`config.mk`:
```
export PLATFORM = sky130hd
export DESIGN_NAME = fpu_sequencer
export DESIGN_NICKNAME = d
export VERILOG_FILES = /design/src/rtl/fpu_pkg.sv /design/src/rtl/fpu_sequencer.sv
export SDC_FILE = /design/constraint.sdc
export NUM_CORES = 1
export LEC_CHECK = 0
export CAP_MARGIN = 20
export CORE_UTILIZATION = 50
export DETAILED_ROUTE_END_ITERATION = 7
export PLACE_DENSITY = 0.82
export SYNTH_ARGS = -nofsm -noshare
export SYNTH_HDL_FRONTEND = slang
export SYNTH_SLANG_ARGS = --single-unit
```
`constraint.sdc`:
```
create_clock -name clk -period 3.7 [get_ports clk]
set_input_delay 1.11 -clock clk [delete_from_list [all_inputs] [get_ports clk]]
set_output_delay 1.11 -clock clk [all_outputs]
set_load 0.05 [all_outputs]
```
`src/rtl/fpu_pkg.sv`:
```
// Shared definitions for the CPU-bus-to-FPU sequencer: opcodes, register map,
// status/flag bit positions and controller states.
package fpu_pkg;

  typedef enum logic [3:0] {
    OP_ADD  = 4'd0,
    OP_SUB  = 4'd1,
    OP_MUL  = 4'd2,
    OP_DIV  = 4'd3,
    OP_SQRT = 4'd4,
    OP_CMP  = 4'd5,
    OP_I2F  = 4'd6,
    OP_F2I  = 4'd7
  } fpu_op_e;

  localparam logic [3:0] ADDR_A0     = 4'd0;
  localparam logic [3:0] ADDR_B0     = 4'd4;
  localparam logic [3:0] ADDR_RES0   = 4'd8;
  localparam logic [3:0] ADDR_CMD    = 4'd12;
  localparam logic [3:0] ADDR_STATUS = 4'd13;
  localparam logic [3:0] ADDR_FLAGS  = 4'd14;

  localparam int ST_BUSY    = 0;
  localparam int ST_DONE    = 1;
  localparam int ST_TIMEOUT = 2;
  localparam int ST_CMD_ERR = 3;

  localparam int FL_INEXACT   = 0;
  localparam int FL_UNDERFLOW = 1;
  localparam int FL_OVERFLOW  = 2;
  localparam int FL_DIVZERO   = 3;
  localparam int FL_INVALID   = 4;

  localparam int CMD_IRQ_EN = 7;

  typedef enum logic [1:0] {
    IDLE   = 2'd0,
    LAUNCH = 2'd1,
    WAIT   = 2'd2
  } state_e;

endpackage

```
`src/rtl/fpu_sequencer.sv`:
```
// Byte-wide register front end that loads operands, launches the shared FPU
// datapath, waits for completion or timeout, and reports result/status/irq.
//
// state  | meaning
// IDLE   | accepting operand/command writes
// LAUNCH | fpu_start pulse, timeout counter cleared
// WAIT   | waiting for fpu_done or counter terminal count
module fpu_sequencer
  import fpu_pkg::*;
#(
  parameter int FP_W    = 32,
  parameter int TIMEOUT = 255,
  parameter int CNT_W   = $clog2(TIMEOUT + 1)
) (
  input  logic            clk,
  input  logic            arst,
  input  logic            cs,
  input  logic            wr,
  input  logic            rd,
  input  logic [3:0]      addr,
  input  logic [7:0]      din,
  output logic [7:0]      dout,
  output logic            irq,
  output logic            fpu_start,
  output logic [3:0]      fpu_op,
  output logic [FP_W-1:0] fpu_a,
  output logic [FP_W-1:0] fpu_b,
  input  logic            fpu_done,
  input  logic [FP_W-1:0] fpu_result,
  input  logic [4:0]      fpu_flags
);

  localparam int NBYTES = FP_W / 8;

  state_e           state_q, state_d;
  logic [CNT_W-1:0] cnt_q, cnt_d;
  logic [FP_W-1:0]  a_q, a_d, b_q, b_d, res_q, res_d;
  logic [7:0]       cmd_q, cmd_d;
  logic [4:0]       flags_q, flags_d;
  logic             done_q, done_d, tmo_q, tmo_d, err_q, err_d, irq_q, irq_d;

  logic wr_en, rd_en, busy, status_rd, guarded_addr;

  assign wr_en        = cs & wr;
  assign rd_en        = cs & rd;
  assign busy         = (state_q != IDLE);
  assign status_rd    = rd_en && (addr == ADDR_STATUS);
  assign guarded_addr = (addr < ADDR_RES0) || (addr == ADDR_CMD);

  assign fpu_start = (state_q == LAUNCH);
  assign fpu_op    = cmd_q[3:0];
  assign fpu_a     = a_q;
  assign fpu_b     = b_q;
  assign irq       = irq_q;

  always_comb begin
    state_d = state_q;
    cnt_d   = cnt_q;
    a_d     = a_q;
    b_d     = b_q;
    res_d   = res_q;
    cmd_d   = cmd_q;
    flags_d = flags_q;
    done_d  = done_q;
    tmo_d   = tmo_q;
    err_d   = err_q;

    // Clear-on-read goes first so any set event below overrides it.
    if (status_rd) begin
      done_d = 1'b0;
      tmo_d  = 1'b0;
      err_d  = 1'b0;
    end

    unique case (state_q)
      IDLE: begin
        if (wr_en) begin
          for (int i = 0; i < NBYTES; i++) begin
            if (addr == 4'(int'(ADDR_A0) + i)) a_d[8*i +: 8] = din;
            if (addr == 4'(int'(ADDR_B0) + i)) b_d[8*i +: 8] = din;
          end
          if (addr == ADDR_CMD) begin
            cmd_d   = din;
            done_d  = 1'b0;
            tmo_d   = 1'b0;
            flags_d = '0;
            state_d = LAUNCH;
          end
        end
      end
      LAUNCH: begin
        cnt_d   = '0;
        state_d = WAIT;
      end
      WAIT: begin
        if (fpu_done) begin
          res_d   = fpu_result;
          flags_d = fpu_flags;
          done_d  = 1'b1;
          state_d = IDLE;
        end else if (cnt_q == CNT_W'(TIMEOUT - 1)) begin
          tmo_d   = 1'b1;
          state_d = IDLE;
        end else begin
          cnt_d = cnt_q + 1'b1;
        end
      end
      default: state_d = IDLE;
    endcase

    if (busy && wr_en && guarded_addr) err_d = 1'b1;

    irq_d = cmd_d[CMD_IRQ_EN] & (done_d | tmo_d);
  end

  always_ff @(posedge clk) begin
    if (arst) begin
      state_q <= IDLE;
      cnt_q   <= '0;
      a_q     <= '0;
      b_q     <= '0;
      res_q   <= '0;
      cmd_q   <= '0;
      flags_q <= '0;
      done_q  <= 1'b0;
      tmo_q   <= 1'b0;
      err_q   <= 1'b0;
      irq_q   <= 1'b0;
    end else begin
      state_q <= state_d;
      cnt_q   <= cnt_d;
      a_q     <= a_d;
      b_q     <= b_d;
      res_q   <= res_d;
      cmd_q   <= cmd_d;
      flags_q <= flags_d;
      done_q  <= done_d;
      tmo_q   <= tmo_d;
      err_q   <= err_d;
      irq_q   <= irq_d;
    end
  end

  // Read mux works from registered values, so a same-cycle write reads old data.
  always_comb begin
    dout = 8'h00;
    if (rd_en) begin
      for (int i = 0; i < NBYTES; i++) begin
        if (addr == 4'(int'(ADDR_A0) + i))   dout = a_q[8*i +: 8];
        if (addr == 4'(int'(ADDR_B0) + i))   dout = b_q[8*i +: 8];
        if (addr == 4'(int'(ADDR_RES0) + i)) dout = res_q[8*i +: 8];
      end
      if (addr == ADDR_CMD)    dout = cmd_q;
      if (addr == ADDR_STATUS) dout = {4'b0, err_q, tmo_q, done_q, busy};
      if (addr == ADDR_FLAGS)  dout = {3'b0, flags_q};
    end
  end

endmodule

```
Yosys cells after proc, flatten, opt, wreduce, memory -nomap -nowiden
Cells that the tools add are included.

Flip-flop bits (word level): 123. Latch bits: 0. Bits in writable memories: 0. ROM bits: 0. Input bits: 55. Output and inout bits: 78. Memories kept: 0.

Add/sub/neg operators: 1. $mul: 0. Div/mod/pow operators: 0. Order comparisons: 1. Equal/unequal tests: 23. Shifts and indexed selects: 0. Mux-type cells: 44. Bitwise logic cells: 4. Reduce and logical (&&, ||, !) cells: 23.

Operators by type and width (number): $mux 8 (21); $reduce_and 3->1 (11); $eq 4x4->1 const B (7); $eq 4x3->1 const B (4); $pmux 8 s2 (1); $mux 5 (3); $mux 1 (11); $ne 2x2->1 const B (5); $pmux 5 s2 (1); $add 8x1->8 const B (1); $eq 4x2->1 const B (2); $eq 8x8->1 const B (1); $mux 2 (4); $reduce_bool 2->1 (4); $pmux 2 s3 (1); $eq 4x1->1 const B (1); $logic_not 4->1 (1); $lt 4x4->1 const B (1); $pmux 1 s2 (2); $reduce_and 4->1 (1); $and 1x1->1 (3); $logic_and 1x1->1 (3); $ne 3x3->1 const B (1); $eq 2x1->1 const B (1); 5 further kinds (5).

Depth between registers and ports, before layout
Depth in word-level cells: 17. Depth in mapped cells: 9. Mapped depth without buffers: 8.

Least setup slack after synthesis
OpenSTA, ideal clock, no wires.

Path type: in2out. Start: input port addr[0]. End: output port dout[6]. Arrival: 3.242 ns. Data required time: 2.590 ns. Slack: -0.652 ns. Cell stages on the path: 6. Path buffers: 1. Cell sequence: buf_2 > nor2b_2 > a22oi_1 > o32ai_1 > o211ai_1 > a221oi_1.

Cells in the longest elaborated chain, start to end: 17. Elaborated cells on any way between the ends: 31. Classes of those cells: eq/ne: 14; mux: 16; reduce/logical: 1.

RTL lines: start: declaration (RTL line fpu_sequencer.sv:20) `input logic [3:0] addr,`; $logic_not 4->1 (RTL line fpu_sequencer.sv:149) `if (addr == 4'(int'(ADDR_A0) + i)) dout = a_q[8*i +: 8];`; $mux 8 (RTL line fpu_sequencer.sv:149); $mux 8 (RTL line fpu_sequencer.sv:150) `if (addr == 4'(int'(ADDR_B0) + i)) dout = b_q[8*i +: 8];`; $mux 8 (RTL line fpu_sequencer.sv:151) `if (addr == 4'(int'(ADDR_RES0) + i)) dout = res_q[8*i +: 8];`; $mux 8 (RTL line fpu_sequencer.sv:149); $mux 8 (RTL line fpu_sequencer.sv:150); $mux 8 (RTL line fpu_sequencer.sv:151); $mux 8 (RTL line fpu_sequencer.sv:149); $mux 8 (RTL line fpu_sequencer.sv:150); $mux 8 (RTL line fpu_sequencer.sv:151); $mux 8 (RTL line fpu_sequencer.sv:149); $mux 8 (RTL line fpu_sequencer.sv:150); $mux 8 (RTL line fpu_sequencer.sv:151); $mux 8 (RTL line fpu_sequencer.sv:153) `if (addr == ADDR_CMD) dout = cmd_q;`; $mux 8 (RTL line fpu_sequencer.sv:154) `if (addr == ADDR_STATUS) dout = {4'b0, err_q, tmo_q, done_q, busy};`; $mux 8 * (RTL line fpu_sequencer.sv:155) `if (addr == ADDR_FLAGS) dout = {3'b0, flags_q};`; $mux 8 * (RTL line fpu_sequencer.sv:147) `if (rd_en) begin`; end: declaration (RTL line fpu_sequencer.sv:22) `output logic [7:0] dout,`.

Every way passes the cells marked *; elsewhere a longest branch is shown, timed or not.

Worst setup path in the final report
Start: input port addr[3]. End: output port dout[1].

Same word-level chain as after synthesis.

==> results.cfg <==
[critical_path]
crit_fanout = 6
critPathKind = input pin to output port
rrSetupSlack_ns = 1.28
arrival_ns = 2.70
regToRegStartpoint = state_q[0]
path_common_cell = buf_12
cp_slowest_cell = or3_4
crit_path_start_kind = input pin
crit_chain = buf_12 > buf_12 > or3_4 > o32ai_2 > o21ai_1 > o2bb2ai_2 > a21oi_2 > a211oi_4 > buf_6
ff2ff_path_depth = 8
cp-end-kind = output port
max_stage_delay_ns = 0.42
rr_endpoint = fpu_b[13]
required_ns = 2.59

[detailed_routing]
drc_errors = 7
met1_length_um = 9248
vias_per_cell = 6.084
dr_wl_met2_um = 11590
wl_met3_um = 1854
highest_layer = met4
antenna_left = 0
wl_um = 23720
num_vias = 6711
dr.first_iter.drc_count = 598
first_pass_iters = 7
routedWlPerCell_um = 21.51

[yosys]
synth_seq_cells = 123
synth_async_sr_flop_share_pct = 0
ys.warnings.count = 0
yosysUniqueCellTypes = 59
synth_area_sq_um = 6085
ys.flop_type = dfxtp_1
syn-num-nets = 832
syn-mean-instance-area_sq_um = 7.882
syn_inst = 772
synth-edff-count = 0
seq_area_frac_synth_pct = 40.47

[hold_path]
hold_path_class = register to register
whs_path_depth = 2
worstHoldStart = cmd_q[4]
min_to = cmd_q[4]

[global_routing]
antenna_found_initial = 0
grt_overflow = 0
grt_max_degree = 65
grt_first_pass_wirelength_um = 36360
grt_use_total_pct = 38.12
grt_pass1_vias = 6562

[pwr]
pwr-share-seq_pct = 37.6
intPower_mw = 2.662
power_switching_mw = 0.8938
power-per-cell-area_nw_per_um2 = 387.8
combPwrFrac_pct = 12.8
peakVddDrop_mv = 0.4263
clockPowerShare_pct = 49.6
p_leak_nw = 3.326
switching_share_pct = 25.13

[floorplanning]
dieArea_sq_um = 12610
die_x_um = 112.3
die_h_um = 112.3
io-pin-count = 133
fp.coreArea_sq_um = 11610
start_util_pct = 52.39
rows = 39

[sta]
fin_worst_skew_ns = 0.003408
fin_hold_ws_ns = 0.4612
worstMarginPinSlew_ns = 0.7987
fin_crit_ns = 3.811
maxSlewViolCount = 0
rsz0062_at_grt = yes
finalCritPeriodShare_pct = 103.0
hold_viol = 0
timing.final.ws_setup_ns = -0.1111
max_freq_mhz = 262.4
relSlewSlack_pct = 46.58
finalSetupViolCount = 7

[placed_design]
gp_congestion = 0.9075
dp.final_hpwl_um = 16500
dp_slack_ns = -0.6384
portBuffers = 132

[clock_network]
cts_tree = done
htree_levels = 4
clk_latency_ns = 0.42
clk_pin_slew_ns = 0.05
cts_buffers = 17
cts-root-buf = clkbuf_16
cts_sinks = 123
clockBufferDepth = 2

[layout]
multiInputGateArea_sq_um = 3608
nFillCells = 804
num_antenna_cells = 0
regArea_sq_um = 2462
syn2layout_area_growth_pct = 50.69
drive_above_1_share_pct = 21.35
fin_nets = 1008

[status]
violations = design-rule violations, negative setup slack
status = complete, but fails checks

[job]
max_cap_violations = 0
## routing by layer
metal	global-route usage, %	up-vias
li1	-	3064
met2	65.47	370
met1	45.45	3204
met3	7.991	73
met5	0	-
met4	18.49	0
## power by group through the flow
stage | Combinational, mW | Clock (mW) | Sequential [mW]
after floorplan | 0.178 | 0 | 1.38
after global placement | 0.376 | 0 | 1.37
after detailed placement | 0.380 | 0 | 1.37
after CTS | 0.428 | 1.77 | 1.34
after global routing | 0.475 | 1.83 | 1.34
final | 0.455 | 1.76 | 1.34
## placed cells by master (no fill, tap or decap), types with 8 or more instances in the layout
cell type        count
nor2_1              70
dfxtp_1            123
a21oi_2              9
o22ai_1             13
nand3_1             25
o21ai_0             29
mux2i_1             45
clkdlybuf4s50_1    119
buf_6               17
a21oi_1             87
buf_4               68
nand2_1            142
o21ai_1             10
a22oi_1             10
buf_12              13
o211ai_1             8
clkbuf_16           17
## sequential cells by signal (all words and copies together), names as in the netlist
register and cells:
state_q 2, tmo_q 1, fpu_a 32, fpu_b 32, flags_q 5, irq 1, err_q 1, cnt_q 8
done_q 1, cmd_q 8, res_q 32
## cell usage after synthesis (4+ instances only)
library cell / instances / share of area, %
buf_2: 19 / 1.6
nor2_1: 77 / 4.8
o32ai_1: 5 / 0.72
o22ai_1: 13 / 1.3
dfxtp_1: 123 / 40
ha_1: 5 / 1.0
buf_4: 10 / 1.2
a22o_1: 4 / 0.58
nor3_1: 4 / 0.33
o21ai_0: 40 / 3.3
a31oi_1: 6 / 0.62
and2_1: 4 / 0.41
nor2b_1: 9 / 0.93
mux2i_1: 47 / 7.7
a211oi_1: 5 / 0.62
o211ai_1: 8 / 0.99
nand3_1: 26 / 2.1
a21oi_1: 95 / 7.8
inv_1: 6 / 0.37
clkbuf_1: 34 / 2.1
a22oi_1: 11 / 1.4
nand2b_1: 5 / 0.51
nand2_1: 146 / 9.0
a221oi_1: 5 / 0.72
a32oi_1: 5 / 0.72
## cell families after synthesis
family / after synthesis / synth area share, %
AND/OR/NAND/NOR: 296 / 21.84
AO/OA/AOI/OAI: 224 / 22.48
flip-flops: 123 / 40.47
buffers and inverters: 73 / 5.881
multiplexers: 47 / 7.732
adder cells (fa/ha/maj): 5 / 1.028
XOR/XNOR: 4 / 0.5759
## area by class of cell
type                            count  share of cell area [%]
Timing Repair Buffer              223                   24.74
Clock buffer                       17                   4.640
Inverter                            7                  0.3139
Multi-Input combinational cell    576                   39.36
Tap cell                          143                   1.951
Clock inverter                     14                   2.142
Sequential cell                   123                   26.86
## worst max-delay path, delay by kind of cell
family          cells  cell delay (ns)
buf+inv             3             0.43
simple gates        1             0.42
compound gates      5             0.73
## through the flow
stage / setup TNS [ns] / instances / power [mW] / cell area (sq um) / util [%]
after floorplan: -0.1957 / 772 / 1.559 / 6146 / -
after global placement: -4.864 / 1060 / 1.741 / 8010 / 68.97
after detailed placement: -4.655 / 1060 / 1.746 / 8010 / 68.97
after CTS: -0.5105 / 1101 / 3.530 / 9007 / 77.56
after global routing: -0.7418 / 1103 / 3.640 / 9169 / 78.95
final: -0.4075 / 1103 / 3.556 / 9169 / 78.95
## repair_timing
action,4_1_cts,5_1_grt
setup buffers,9,2
gates cloned,2,0
pin swaps,33,34
hold buffers,0,0
setup endpoints to repair,8,8
resized for setup,92,39
## how the worst max path moves through the flow
stage / start / cells after the start / slack, ns / endpoint
2_1_floorplan: addr[0] / 6 / -0.20 / dout[6]
3_3_place_gp: addr[0] / 10 / -0.66 / dout[0]
3_5_place_dp: addr[0] / 10 / -0.64 / dout[1]
4_1_cts: addr[3] / 9 / -0.14 / dout[0]
5_1_grt: addr[3] / 9 / -0.15 / dout[1]
6_report: addr[3] / 9 / -0.11 / dout[1]
(Power assumes the default switching activity.)
